==> config.mk <==
export PLATFORM = sky130hd
export DESIGN_NAME = screen_sequencer
export DESIGN_NICKNAME = d
export VERILOG_FILES = /design/src/rtl/screen_sequencer.sv
export SDC_FILE = /design/constraint.sdc
export NUM_CORES = 1
export LEC_CHECK = 0
export CORE_ASPECT_RATIO = 0.75
export CORE_MARGIN = 3
export CORE_UTILIZATION = 50
export CTS_BUF_LIST = sky130_fd_sc_hd__clkbuf_16
export DETAILED_ROUTE_END_ITERATION = 8
export PLACE_DENSITY = 0.75
export SLEW_MARGIN = 20
export SYNTH_ARGS = -nofsm -noshare
export SYNTH_HDL_FRONTEND = slang
export SYNTH_SLANG_ARGS = --single-unit
==> constraint.sdc <==
create_clock -name iVGA_CLK -period 7.4 [get_ports iVGA_CLK]
set_input_delay 1.11 -clock iVGA_CLK [delete_from_list [all_inputs] [get_ports iVGA_CLK]]
set_output_delay 1.11 -clock iVGA_CLK [all_outputs]
set_load 0.01 [all_outputs]
==> src/rtl/screen_sequencer.sv <==
// Game-phase controller on the VGA pixel clock: sequences logo/ready/play/time's-up/leaderboard
// screens on frame boundaries and tracks the BCD score and best score with its house.
module screen_sequencer #(
  parameter int LOGO_FRAMES    = 300,
  parameter int READY_FRAMES   = 180,
  parameter int PLAY_FRAMES    = 1800,
  parameter int TIMESUP_FRAMES = 180
) (
  input  logic        iVGA_CLK,
  input  logic        iRST_n,
  input  logic        iVS,
  input  logic        start,
  input  logic [3:0]  house,
  input  logic        score_inc,
  output logic        logo,
  output logic        get_ready,
  output logic        times_up,
  output logic        leaderboard,
  output logic        playing,
  output logic [11:0] frames_left,
  output logic [15:0] score_bcd,
  output logic [15:0] best_bcd,
  output logic [3:0]  best_house
);

  typedef enum logic [2:0] {S_LOGO, S_IDLE, S_READY, S_PLAY, S_TIMESUP, S_LEADER} state_t;

  state_t      r_state, w_next;
  logic        r_vs_d, r_start_pend;
  logic        w_tick, w_timed, w_done, w_take_start, w_start_ok, w_house_ok;
  logic [11:0] r_fcnt, w_n;
  logic [15:0] r_score, r_best;
  logic [3:0]  r_cur_house, r_best_house;
  logic        r_logo, r_get_ready, r_times_up, r_leaderboard, r_playing;

  function automatic logic [15:0] bcd_inc(input logic [15:0] v);
    logic [15:0] r;
    logic        c;
    r = v;
    c = 1'b1;
    for (int d = 0; d < 4; d++) begin
      if (c) begin
        if (r[d*4 +: 4] == 4'd9) r[d*4 +: 4] = 4'd0;
        else begin
          r[d*4 +: 4] = r[d*4 +: 4] + 4'd1;
          c = 1'b0;
        end
      end
    end
    return r;
  endfunction

  always_comb begin
    w_tick  = r_vs_d & ~iVS;
    w_timed = 1'b1;
    w_n     = 12'd0;
    case (r_state)
      S_LOGO:    w_n = 12'(LOGO_FRAMES);
      S_READY:   w_n = 12'(READY_FRAMES);
      S_PLAY:    w_n = 12'(PLAY_FRAMES);
      S_TIMESUP: w_n = 12'(TIMESUP_FRAMES);
      default:   w_timed = 1'b0;
    endcase
    w_done       = w_timed && w_tick && (r_fcnt == w_n - 12'd1);
    w_take_start = !w_timed && w_tick && r_start_pend;
    w_house_ok   = (house != 4'd0) && ((house & (house - 4'd1)) == 4'd0);
    w_start_ok   = start && w_house_ok && (r_state == S_IDLE || r_state == S_LEADER);
    w_next       = r_state;
    case (r_state)
      S_LOGO:    if (w_done)       w_next = S_IDLE;
      S_IDLE:    if (w_take_start) w_next = S_READY;
      S_READY:   if (w_done)       w_next = S_PLAY;
      S_PLAY:    if (w_done)       w_next = S_TIMESUP;
      S_TIMESUP: if (w_done)       w_next = S_LEADER;
      S_LEADER:  if (w_take_start) w_next = S_IDLE;
      default:                     w_next = S_LOGO;
    endcase
  end

  always_ff @(posedge iVGA_CLK or negedge iRST_n) begin
    if (!iRST_n) begin
      r_state       <= S_LOGO;
      r_vs_d        <= 1'b1;
      r_fcnt        <= 12'd0;
      r_start_pend  <= 1'b0;
      r_logo        <= 1'b1;
      r_get_ready   <= 1'b0;
      r_times_up    <= 1'b0;
      r_leaderboard <= 1'b0;
      r_playing     <= 1'b0;
    end else begin
      r_state       <= w_next;
      r_vs_d        <= iVS;
      if (w_next != r_state)      r_fcnt <= 12'd0;
      else if (w_timed && w_tick) r_fcnt <= r_fcnt + 12'd1;
      // Consuming the pending start wins over a fresh request in the same cycle.
      if (w_take_start)           r_start_pend <= 1'b0;
      else if (w_start_ok)        r_start_pend <= 1'b1;
      r_logo        <= (w_next == S_LOGO);
      r_get_ready   <= (w_next == S_READY);
      r_times_up    <= (w_next == S_TIMESUP);
      r_leaderboard <= (w_next == S_LEADER);
      r_playing     <= (w_next == S_PLAY);
    end
  end

  always_ff @(posedge iVGA_CLK or negedge iRST_n) begin
    if (!iRST_n) begin
      r_score      <= 16'd0;
      r_cur_house  <= 4'd0;
      r_best       <= 16'd0;
      r_best_house <= 4'd0;
    end else begin
      if (w_next == S_READY && r_state != S_READY) begin
        r_score     <= 16'd0;
        r_cur_house <= house;
      end else if (r_state == S_PLAY && score_inc && r_score != 16'h9999) begin
        r_score <= bcd_inc(r_score);
      end
      // Packed BCD orders the same as binary, so a plain compare works.
      if (r_state == S_TIMESUP && w_next == S_LEADER && r_score > r_best) begin
        r_best       <= r_score;
        r_best_house <= r_cur_house;
      end
    end
  end

  assign logo        = r_logo;
  assign get_ready   = r_get_ready;
  assign times_up    = r_times_up;
  assign leaderboard = r_leaderboard;
  assign playing     = r_playing;
  assign frames_left = w_timed ? (w_n - r_fcnt) : 12'd0;
  assign score_bcd   = r_score;
  assign best_bcd    = r_best;
  assign best_house  = r_best_house;

endmodule
==> out/qor.yml <==
outcome:
  status: "complete, no violations"
finish:
  drive_gt1_share_pct: 9.697
  antenna_cells: 0
  fin_area_sq_um: 4991
  num-fill-cells: 640
  nets: 531
  syn_to_final_growth_pct: 22.40
logic_synthesis:
  synth-edff-count: 0
  syn_area_sq_um: 4078
  synth_area_leaders: "dfrtp_1 (37%), ha_1 (9.8%), mux2_4 (5.5%)"
  ys_ff_latch: 62
  seq_area_frac_synth_pct: 38.11
  synth_most_common_cell: "dfrtp_1"
  yosysWarnings: 0
  syn-instance-count: 434
  ys_top_cells_by_count: "dfrtp_1 (60), nand2_1 (37), nor2_1 (37), inv_1 (35), ha_1 (32)"
  synthesis.nets: 475
  async_flop_share_pct: 100.0
  synth_top_area_cell: "dfrtp_1"
  netlist.area_leader.share_pct: 36.82
  yosysUniqueCellTypes: 60
  syn_avg_cell_area_sq_um: 9.396
  synth-main-ff-cell: "dfrtp_1"
detailed_routing:
  viasPerCell: 5.525
  antenna_left: 0
  vias: 3293
  dr.pass1.iters: 4
  drc: 0
  routed_wl_mm: 9.599
  wl_per_cell_microns: 16.11
  drt-initial-drc-count: 250
worst_setup_path:
  cp_num_buf_inv: 1
  slowest_delay_ps: 870
  crit_fanout: 28
  crit_required_ps: 6290
  cp_slowest_cell: "dfrtp_1"
  path_delay_family: "flip-flops"
  cp-start-kind: "flip-flop"
  endpoint_kind: "output pin"
  crit_arrival_ps: 3960
  critPathKind: "flip-flop to output pin"
  crit_chain: "nor2b_1, nor3_1, ha_1, or2_2, a21oi_1, a31o_2, maj3_1, o21ai_0, mux2i_1, clkdlybuf4s50_1"
sta:
  rsz0062_at_grt: "no"
  slew_headroom_pct: 44.14
  tns_ps: 0
  finalSetupViolCount: 0
  period_needed_ps: 5065
  timing.hold.ws_ps: 501.5
  fin_worst_skew_ps: 8.450
  fin_crit_sh_pct: 68.45
  hold_viol: 0
  max_freq_ghz: 0.1974
  worstMarginPinSlew_ps: 830.7
  slew_violations: 0
clocking:
  cts_made_buffers: 9
  clk_root_buffer_cell: "clkbuf_16"
  cts_hold_buffers: 0
  htreeDepth: 3
  cts_setup_buffers: 0
  clk_pin_slew_worst_paths_ps: 50
  cts_tree: "built"
  clock_latency_ps: 330
  cts.sinks: 62
  clock_path_buffers: 2
  post_cts_resized: 0
global_route:
  grt_max_degree: 63
  overflow: 0
  grt_pass1_wl_mm: 16.04
  antenna_found_initial: 0
  grt_pass1_vias: 3245
  grt_usage_pct: 21.96
placement:
  portBuffers: 61
  gp_congestion: 0.8887
  post_dp_cell_area_sq_um: 4728
  dp.final_hpwl_mm: 7.016
floorplan:
  core_sq_um: 7635
  start_util_pct: 53.41
  fp-row-count: 27
  io_pins: 62
  die_x_microns: 110.3
  chipHeight_microns: 84.21
  die-area_sq_um: 9286
power:
  vdd_drop_max_mv: 0.1537
  cellLeakagePower_uw: 0.002379
  p_per_area_nw_per_um2: 203.2
hold_path:
  hold_path_class: "flip-flop to flip-flop"
job:
  max-cap-violations: 0
-- flip-flops by register name (all words and copies together), names as in the netlist --
signal,flops
logo,1
score_bcd,16
best_bcd,16
r_fcnt,12
playing,1
leaderboard,1
r_state,3
r_start_pend,1
get_ready,1
times_up,1
best_house,4
r_vs_d,1
r_cur_house,4
-- report_power, final --
part           switching [uW]  internal (uW)
sequential               31.5            356
clock                     143            220
combinational             125            139
total                     299            715
-- cells by family after synthesis --
family | synth area share (%)
buffers and inverters | 5.677
flip-flops | 38.11
multiplexers | 9.574
AND/OR/NAND/NOR | 18.20
XOR/XNOR | 5.370
adder cells (fa/ha/maj) | 10.31
AO/OA/AOI/OAI | 12.76
-- placed cells by master, fill, tap and decap left out, types with 7 or more instances in the layout --
cell             instances
clkdlybuf4s50_1         60
dfrtp_1                 60
inv_1                   37
ha_1                    32
clkbuf_16                9
mux2_4                  15
nand2_1                 37
o21ai_0                 24
xnor2_1                 17
nand2b_1                 9
nor2_1                  37
nand3_1                 13
a21oi_1                 24
xor2_1                   8
nand4_1                  7
mux2i_1                 11
-- cell type report --
cell class	count	area (sq um)	share of cell area (%)
clock buffer	9	225.2	4.512
clock inverter	7	33.78	0.6769
inverter	36	135.1	2.707
multi-input combinational	318	2296	46.00
sequential	62	1554	31.14
tap	101	126.4	2.532
timing repair buffer	63	620.6	12.43
-- layer usage --
metal / GRT usage (%) / wire [microns]
met1: 33.07 / 4926
met5: 0 / 0
met4: 4.698 / 45
met2: 31.39 / 4091
met3: 6.226 / 535
-- stage by stage --
step	utilization, %	cells	setup slack, ps	total power (uW)
global placement	61.93	580	2930	654.2
detailed placement	61.93	580	2742	653.3
CTS	65.32	596	2386	1024
floorplan	-	434	3594	542.8
finish	65.37	596	2335	1014
global route	65.37	596	2094	1065
-- final timing paths --
path,from,end,slack [ps],cells past startpoint
max,r_state[0],frames_left[11],2330,10
max reg2reg,r_state[1],best_house[0],3940,7
min in group asynchronous,iRST_n,best_bcd[8],940,2
min,r_cur_house[0],best_house[0],500,1
max in group asynchronous,iRST_n,r_fcnt[6],5930,2
min reg2reg,r_cur_house[0],best_house[0],500,1
-- worst reg2reg max path: stages, from the launching register on --
cell and delay, ps:
dfrtp_1 750, mux2i_2 730, nand4_1 230, a2111oi_1 390, o2111a_1 510, o211ai_2 130, buf_4 270, mux2_4 340
Note: power is estimated with default switching activity, not from simulation.
==> RTL change 1 (same settings) <==
Reset style: synchronous (`iRST_n`), changed in 2 clocked blocks.
--- a/src/rtl/screen_sequencer.sv
+++ b/src/rtl/screen_sequencer.sv
@@ -79,3 +79,3 @@
 
-  always_ff @(posedge iVGA_CLK or negedge iRST_n) begin
+  always_ff @(posedge iVGA_CLK) begin
     if (!iRST_n) begin
@@ -106,3 +106,3 @@
 
-  always_ff @(posedge iVGA_CLK or negedge iRST_n) begin
+  always_ff @(posedge iVGA_CLK) begin
     if (!iRST_n) begin
Behaviour: differs if iRST_n is asserted again (counterexample within 4 cycles, from zero or initial values and one cycle with iRST_n low); with iRST_n held inactive, the same outputs for 10 cycles.
==> RTL change 1 against the unedited design <==
- sequential cell count stayed put
- area after synthesis is 4.4% lower
- global-route usage hardly changed
- design area is 2.9% lower
- critical path type unchanged
- utilization is 0.43 points lower
- setup slack worse by 130 ps
- sequential share of layout area is 5.5 points lower
- routed wire length is 3.7% lower
Power is not compared: it rests on default switching activity, and its combinational part moved more than twofold at a synthesized area within 25%.
==> RTL change 1: results (changes against the unedited design) <==
Status
  • Run status: completed

Route
  • Via/cell ratio: 5.51 (-0.21%)
  • Post-route ant nets: 0 (unchanged)
  • Drt wl/cell: 14.6 um (-9.0%)
  • DR iter-0 viols: 261 (+4.4%)
  • Total routed wirelength: 9240 um (-3.7%)

Synthesis
  • Synth cell count leaders: 62 x dfxtp_1, 60 x nand2_1, 41 x nor2_1, 29 x inv_1, 28 x mux2i_1
  • Fraction of registers with async set/reset: 0 (-1.00)
  • Post-synthesis sequential area ratio: 0.318 (-0.0627)
  • Synth Flop Type: dfxtp_1
  • Syn Nets: 505 (+6.3%)
  • Post-Syn Instances: 472 (+8.8%)
  • YS warnings: 0 (unchanged)
  • Synth unique cells: 63 (+5.0%)
  • Top post-synthesis cells by area: dfxtp_1 32%, ha_1 7.7%, mux2i_1 7.2%, nand2_1 5.8%, xnor2_1 4.9%

Placement
  • Placed cell count: 615 (+6.0%)
  • Pre-CTS setup slack: 2570 ps (-172 ps)
  • Global placer's final weighted congestion: 0.908 (+2.1%)
  • Placed Area: 0.00454 sq mm (-3.9%)
  • Post-DP HPWL: 6880 um (-2.0%)

Worst setup path
  • RR Startpoint: r_state[1]$_SDFF_PN0_
  • CP max stage delay: 680 ps (-190 ps)
  • CP delay by family, top: simple AND/OR/NAND/NOR gates
  • Reg2Reg Setup Slack: 4300 ps (+360 ps)
  • Critical Path AT: 4090 ps (+130 ps)
  • Worst R2R End: best_bcd[10]$_SDFFE_PN0P_
  • Slowest-stage cell, CP: dfxtp_1
  • Critical path peak fanout: 17 (-39%)

Global routing
  • Initial antenna violation count: 0 (unchanged)
  • Pin count of the biggest net entering global routing: 58 (-7.9%)
  • Gr usage total: 0.220 (+0.000397)
  • Number of global-route vias before repair: 3280 (+1.1%)
  • First-pass GRT wire length: 15600 um (-2.8%)

Clock network
  • Htree depth: 3 (unchanged)
  • Post-CTS Hold Fix Bufs: 0 (unchanged)
  • CTS Root Cell: clkbuf_16

Worst hold path
  • Critical hold path startpoint: r_cur_house[0]$_SDFFE_PN0P_
  • WHS Endpoint: best_house[0]$_SDFFE_PN0P_
  • Hold depth: 2 (+1)

Cells and area
  • Final instance area: 0.00485 sq mm (-2.9%)
  • # nets final: 558 (+5.1%)
  • Fill count: 628 (-1.9%)
  • Layout cells sized above 1: 0.0623 (-0.0347)
  • Antenna Cells: 0 (unchanged)

Timing
  • Max_slew headroom: 0.301 (-0.141)
  • Worst Clk Skew: 4.98 ps (-3.47 ps)
  • WHS: 463 ps (-38.1 ps)

Power and ir drop
  • Leakage: 1.76 nW
-- RTL change 1: worst max path at each step --
| stage | cells after the start | slack [ps] | end | startpoint |
|---|---|---|---|---|
| floorplan | 11 | 3460 | frames_left[10] | r_state[1]$_SDFF_PN0_ |
| global placement | 10 | 2730 | frames_left[10] | r_state[1]$_SDFF_PN0_ |
| detailed placement | 10 | 2570 | frames_left[10] | r_state[1]$_SDFF_PN0_ |
| CTS | 10 | 2210 | frames_left[10] | r_state[1]$_SDFF_PN0_ |
| global route | 10 | 1810 | frames_left[10] | r_state[1]$_SDFF_PN0_ |
| finish | 10 | 2200 | frames_left[10] | r_state[1]$_SDFF_PN0_ |
-- RTL change 1: cell families after synthesis --
kind of cell,Yosys count,share of synthesized area
compound gates,79,0.142
buf+inv,52,0.0584
flops,62,0.318
fa+ha+maj,27,0.0854
mux,29,0.0757
simple gates,192,0.251
xor+xnor,31,0.0696
-- RTL change 1: routing by layer --
| metal | routed length [um] | share of wire | vias up | GRT usage |
|---|---|---|---|---|
| li1 | - | - | 1747 | - |
| met1 | 4390 | 0.48 | 1608 | 0.303 |
| met2 | 4010 | 0.43 | 109 | 0.342 |
| met3 | 711 | 0.077 | 15 | 0.0513 |
| met4 | 129 | 0.014 | 0 | 0.0719 |
| met5 | 0 | 0 | - | 0 |
-- RTL change 1: area by class of cell --
class                           instances  area share
Timing Repair Buffer                   65       0.131
Multi-Input combinational cell        358       0.501
Clock inverter                          7      0.0168
Sequential cell                        62       0.256
Clock buffer                            9      0.0465
Inverter                               29      0.0225
Tap cell                              101      0.0261
-- RTL change 1: power by group --
part / total, mW / internal (mW) / switching [mW]
sequential: 0.337 / 0.336 / 0.00184
clock: 0.433 / 0.290 / 0.143
combinational: 0.0320 / 0.0149 / 0.0171
==> RTL change 2 (same settings) <==
Made on the original files. Set the parameter `READY_FRAMES` to 128 (it was 180).
--- a/src/rtl/screen_sequencer.sv
+++ b/src/rtl/screen_sequencer.sv
@@ -4,3 +4,3 @@
   parameter int LOGO_FRAMES    = 300,
-  parameter int READY_FRAMES   = 180,
+  parameter int READY_FRAMES   = 128,
   parameter int PLAY_FRAMES    = 1800,
Formal check against the unedited RTL: same outputs for any inputs over 10 cycles, from zero or initial values and one cycle with iRST_n low; that may be too few to reach the edited logic, so the function may still have changed.
==> RTL change 2 against the unedited design <==
- die area is 2.7% higher
- routed wire length is 8.0% higher
- sequential cell count stayed put
- global-route usage is 0.92 points higher
- total power is 7.0% higher
- area after synthesis is 2.9% higher
- register-to-register slack better by 70 ps
- setup slack better by 350 ps
- combinational power is 7% lower
- synthesized cell count stayed put
- design area is 3.6% higher
- sequential share of layout area is 1.1 points lower
- critical path type unchanged
- largest cell class unchanged
- largest power group is now the clock network
==> RTL change 2: results (changes against the unedited design) <==
Placement
  • Global placer's final weighted congestion: 0.931 (+4.7%)
  • Post-DP HPWL: 7520 um (+7.2%)
  • Placed Area: 0.00485 sq mm (+2.6%)
  • Placed cell count: 586 (+1.0%)
  • Pre-CTS setup slack: 3110 ps (+365 ps)

Global routing
  • Global Route met2 Usage: 0.310 (-0.00376)
  • Gr usage total: 0.229 (+0.00923)
  • Number of global-route vias before repair: 3379 (+4.1%)
  • M3 GR Usage: 0.0748 (+0.0126)
  • First-pass GRT wire length: 17400 um (+8.6%)
  • Met1 GRT Util: 0.342 (+0.0116)

Clock network
  • # resized after CTS: 0 (unchanged)

Timing
  • Fmax achieved: 0.212 GHz (+7.5%)
  • Actual slew at the worst max-slew pin: 930 ps (+99.7 ps)
  • WHS: 493 ps (-8.17 ps)
  • Worst Clk Skew: 6.94 ps (-1.51 ps)

Synthesis
  • Post-synthesis sequential area ratio: 0.370 (-0.0108)
  • Syn Nets: 476 (+0.21%)
  • Synth Area in Adders: 0.101 (-0.00232)
  • Synth cell count leaders: 60 x dfrtp_1, 49 x nor2_1, 40 x inv_1, 33 x ha_1, 26 x a21oi_1
  • Synth unique cells: 70 (+17%)
  • Post-synthesis mux area share: 0.0999 (+0.00415)
  • Top post-synthesis cells by area: dfrtp_1 36%, ha_1 9.8%, mux2_4 5.7%, nor2_1 4.4%, xnor2_1 4.2%
  • Synth Area in XOR/XNOR: 0.0501 (-0.00361)
  • Synth Area per Inst: 9.67 sq um (+2.9%)
  • Complex-gate fraction of the synthesized area: 0.127 (-0.000336)

Route
  • Drt wl/cell: 17.2 um (+6.9%)
  • DR iter-0 viols: 238 (-4.8%)
  • Vias: 3453 (+4.9%)

Cells and area
  • Layout cells sized above 1: 0.111 (+0.0137)
  • Fill count: 671 (+4.8%)
  • Non-Filler Instances: 602 (+1.0%)
  • # nets final: 534 (+0.56%)
  • Final instance area: 0.00517 sq mm (+3.6%)

Worst setup path
  • Reg2Reg Setup Slack: 4010 ps (+70 ps)
  • Critical path peak fanout: 21 (-25%)
  • Critical Path AT: 3600 ps (-360 ps)
  • CP max stage delay: 810 ps (-60 ps)
  • CP delay by family, top: compound AO/OA/AOI/OAI gates

Status
  • Run status: completed

Power and ir drop
  • VDD IR max: 0.164 mV (+6.6%)
  • Leakage: 2.39 nW (+0.48%)
==> RTL change 2: cell count changes in the layout (fill, tap and decap cells not counted), moves of 4 or more <==
cell | unedited run | this run
xor2_1 | 8 | 4
nand2b_1 | 9 | 2
o211ai_1 | 4 | 0
nor3_1 | 4 | 18
nand2_1 | 37 | 18
nor2_1 | 37 | 49
nand3_1 | 13 | 8
o21ai_0 | 24 | 12
==> RTL change 2: final timing paths <==
check | cells past startpoint | end | startpoint
worst max-delay path | 10 | frames_left[11] | r_state[1]$_DFF_PN0_
worst min register to register | 1 | r_cur_house[2]$_DFFE_PN0N_ | r_cur_house[2]$_DFFE_PN0N_
min in group asynchronous | 2 | r_fcnt[0]$_DFFE_PN0P_ | iRST_n
worst min-delay path | 1 | r_cur_house[2]$_DFFE_PN0N_ | r_cur_house[2]$_DFFE_PN0N_
max in group asynchronous | 2 | r_state[1]$_DFF_PN0_ | iRST_n
worst max register to register | 11 | best_bcd[3]$_DFFE_PN0P_ | r_state[1]$_DFF_PN0_
==> RTL change 2: area by class of cell <==
cell class                 count  area share
multi-input combinational    314       0.461
sequential                    62       0.300
timing repair buffer          64       0.121
clock buffer                   9      0.0435
inverter                      41      0.0298
tap                          105      0.0254
clock inverter                 7      0.0189
==> RTL change 2: power by group <==
group	total [mW]	internal [mW]	switching (mW)
sequential	0.386	0.353	0.0320
clock	0.454	0.296	0.159
combinational	0.245	0.122	0.124
==> RTL change 2: per-layer routing <==
| layer | vias to the layer above | wire length, um |
|---|---|---|
| li1 | 1649 | - |
| met1 | 1668 | 5150 |
| met2 | 124 | 4290 |
| met3 | 12 | 786 |
| met4 | 0 | 142 |
| met5 | - | 0 |
==> RTL change 2: kinds of logic (layout without fill, tap and decap cells) <==
group           Yosys count  count (layout)
mux                      32              32
compound gates           78              78
xor+xnor                 24              24
buf+inv                  58             121
flops                    62              62
simple gates            146             146
fa+ha+maj                34              34
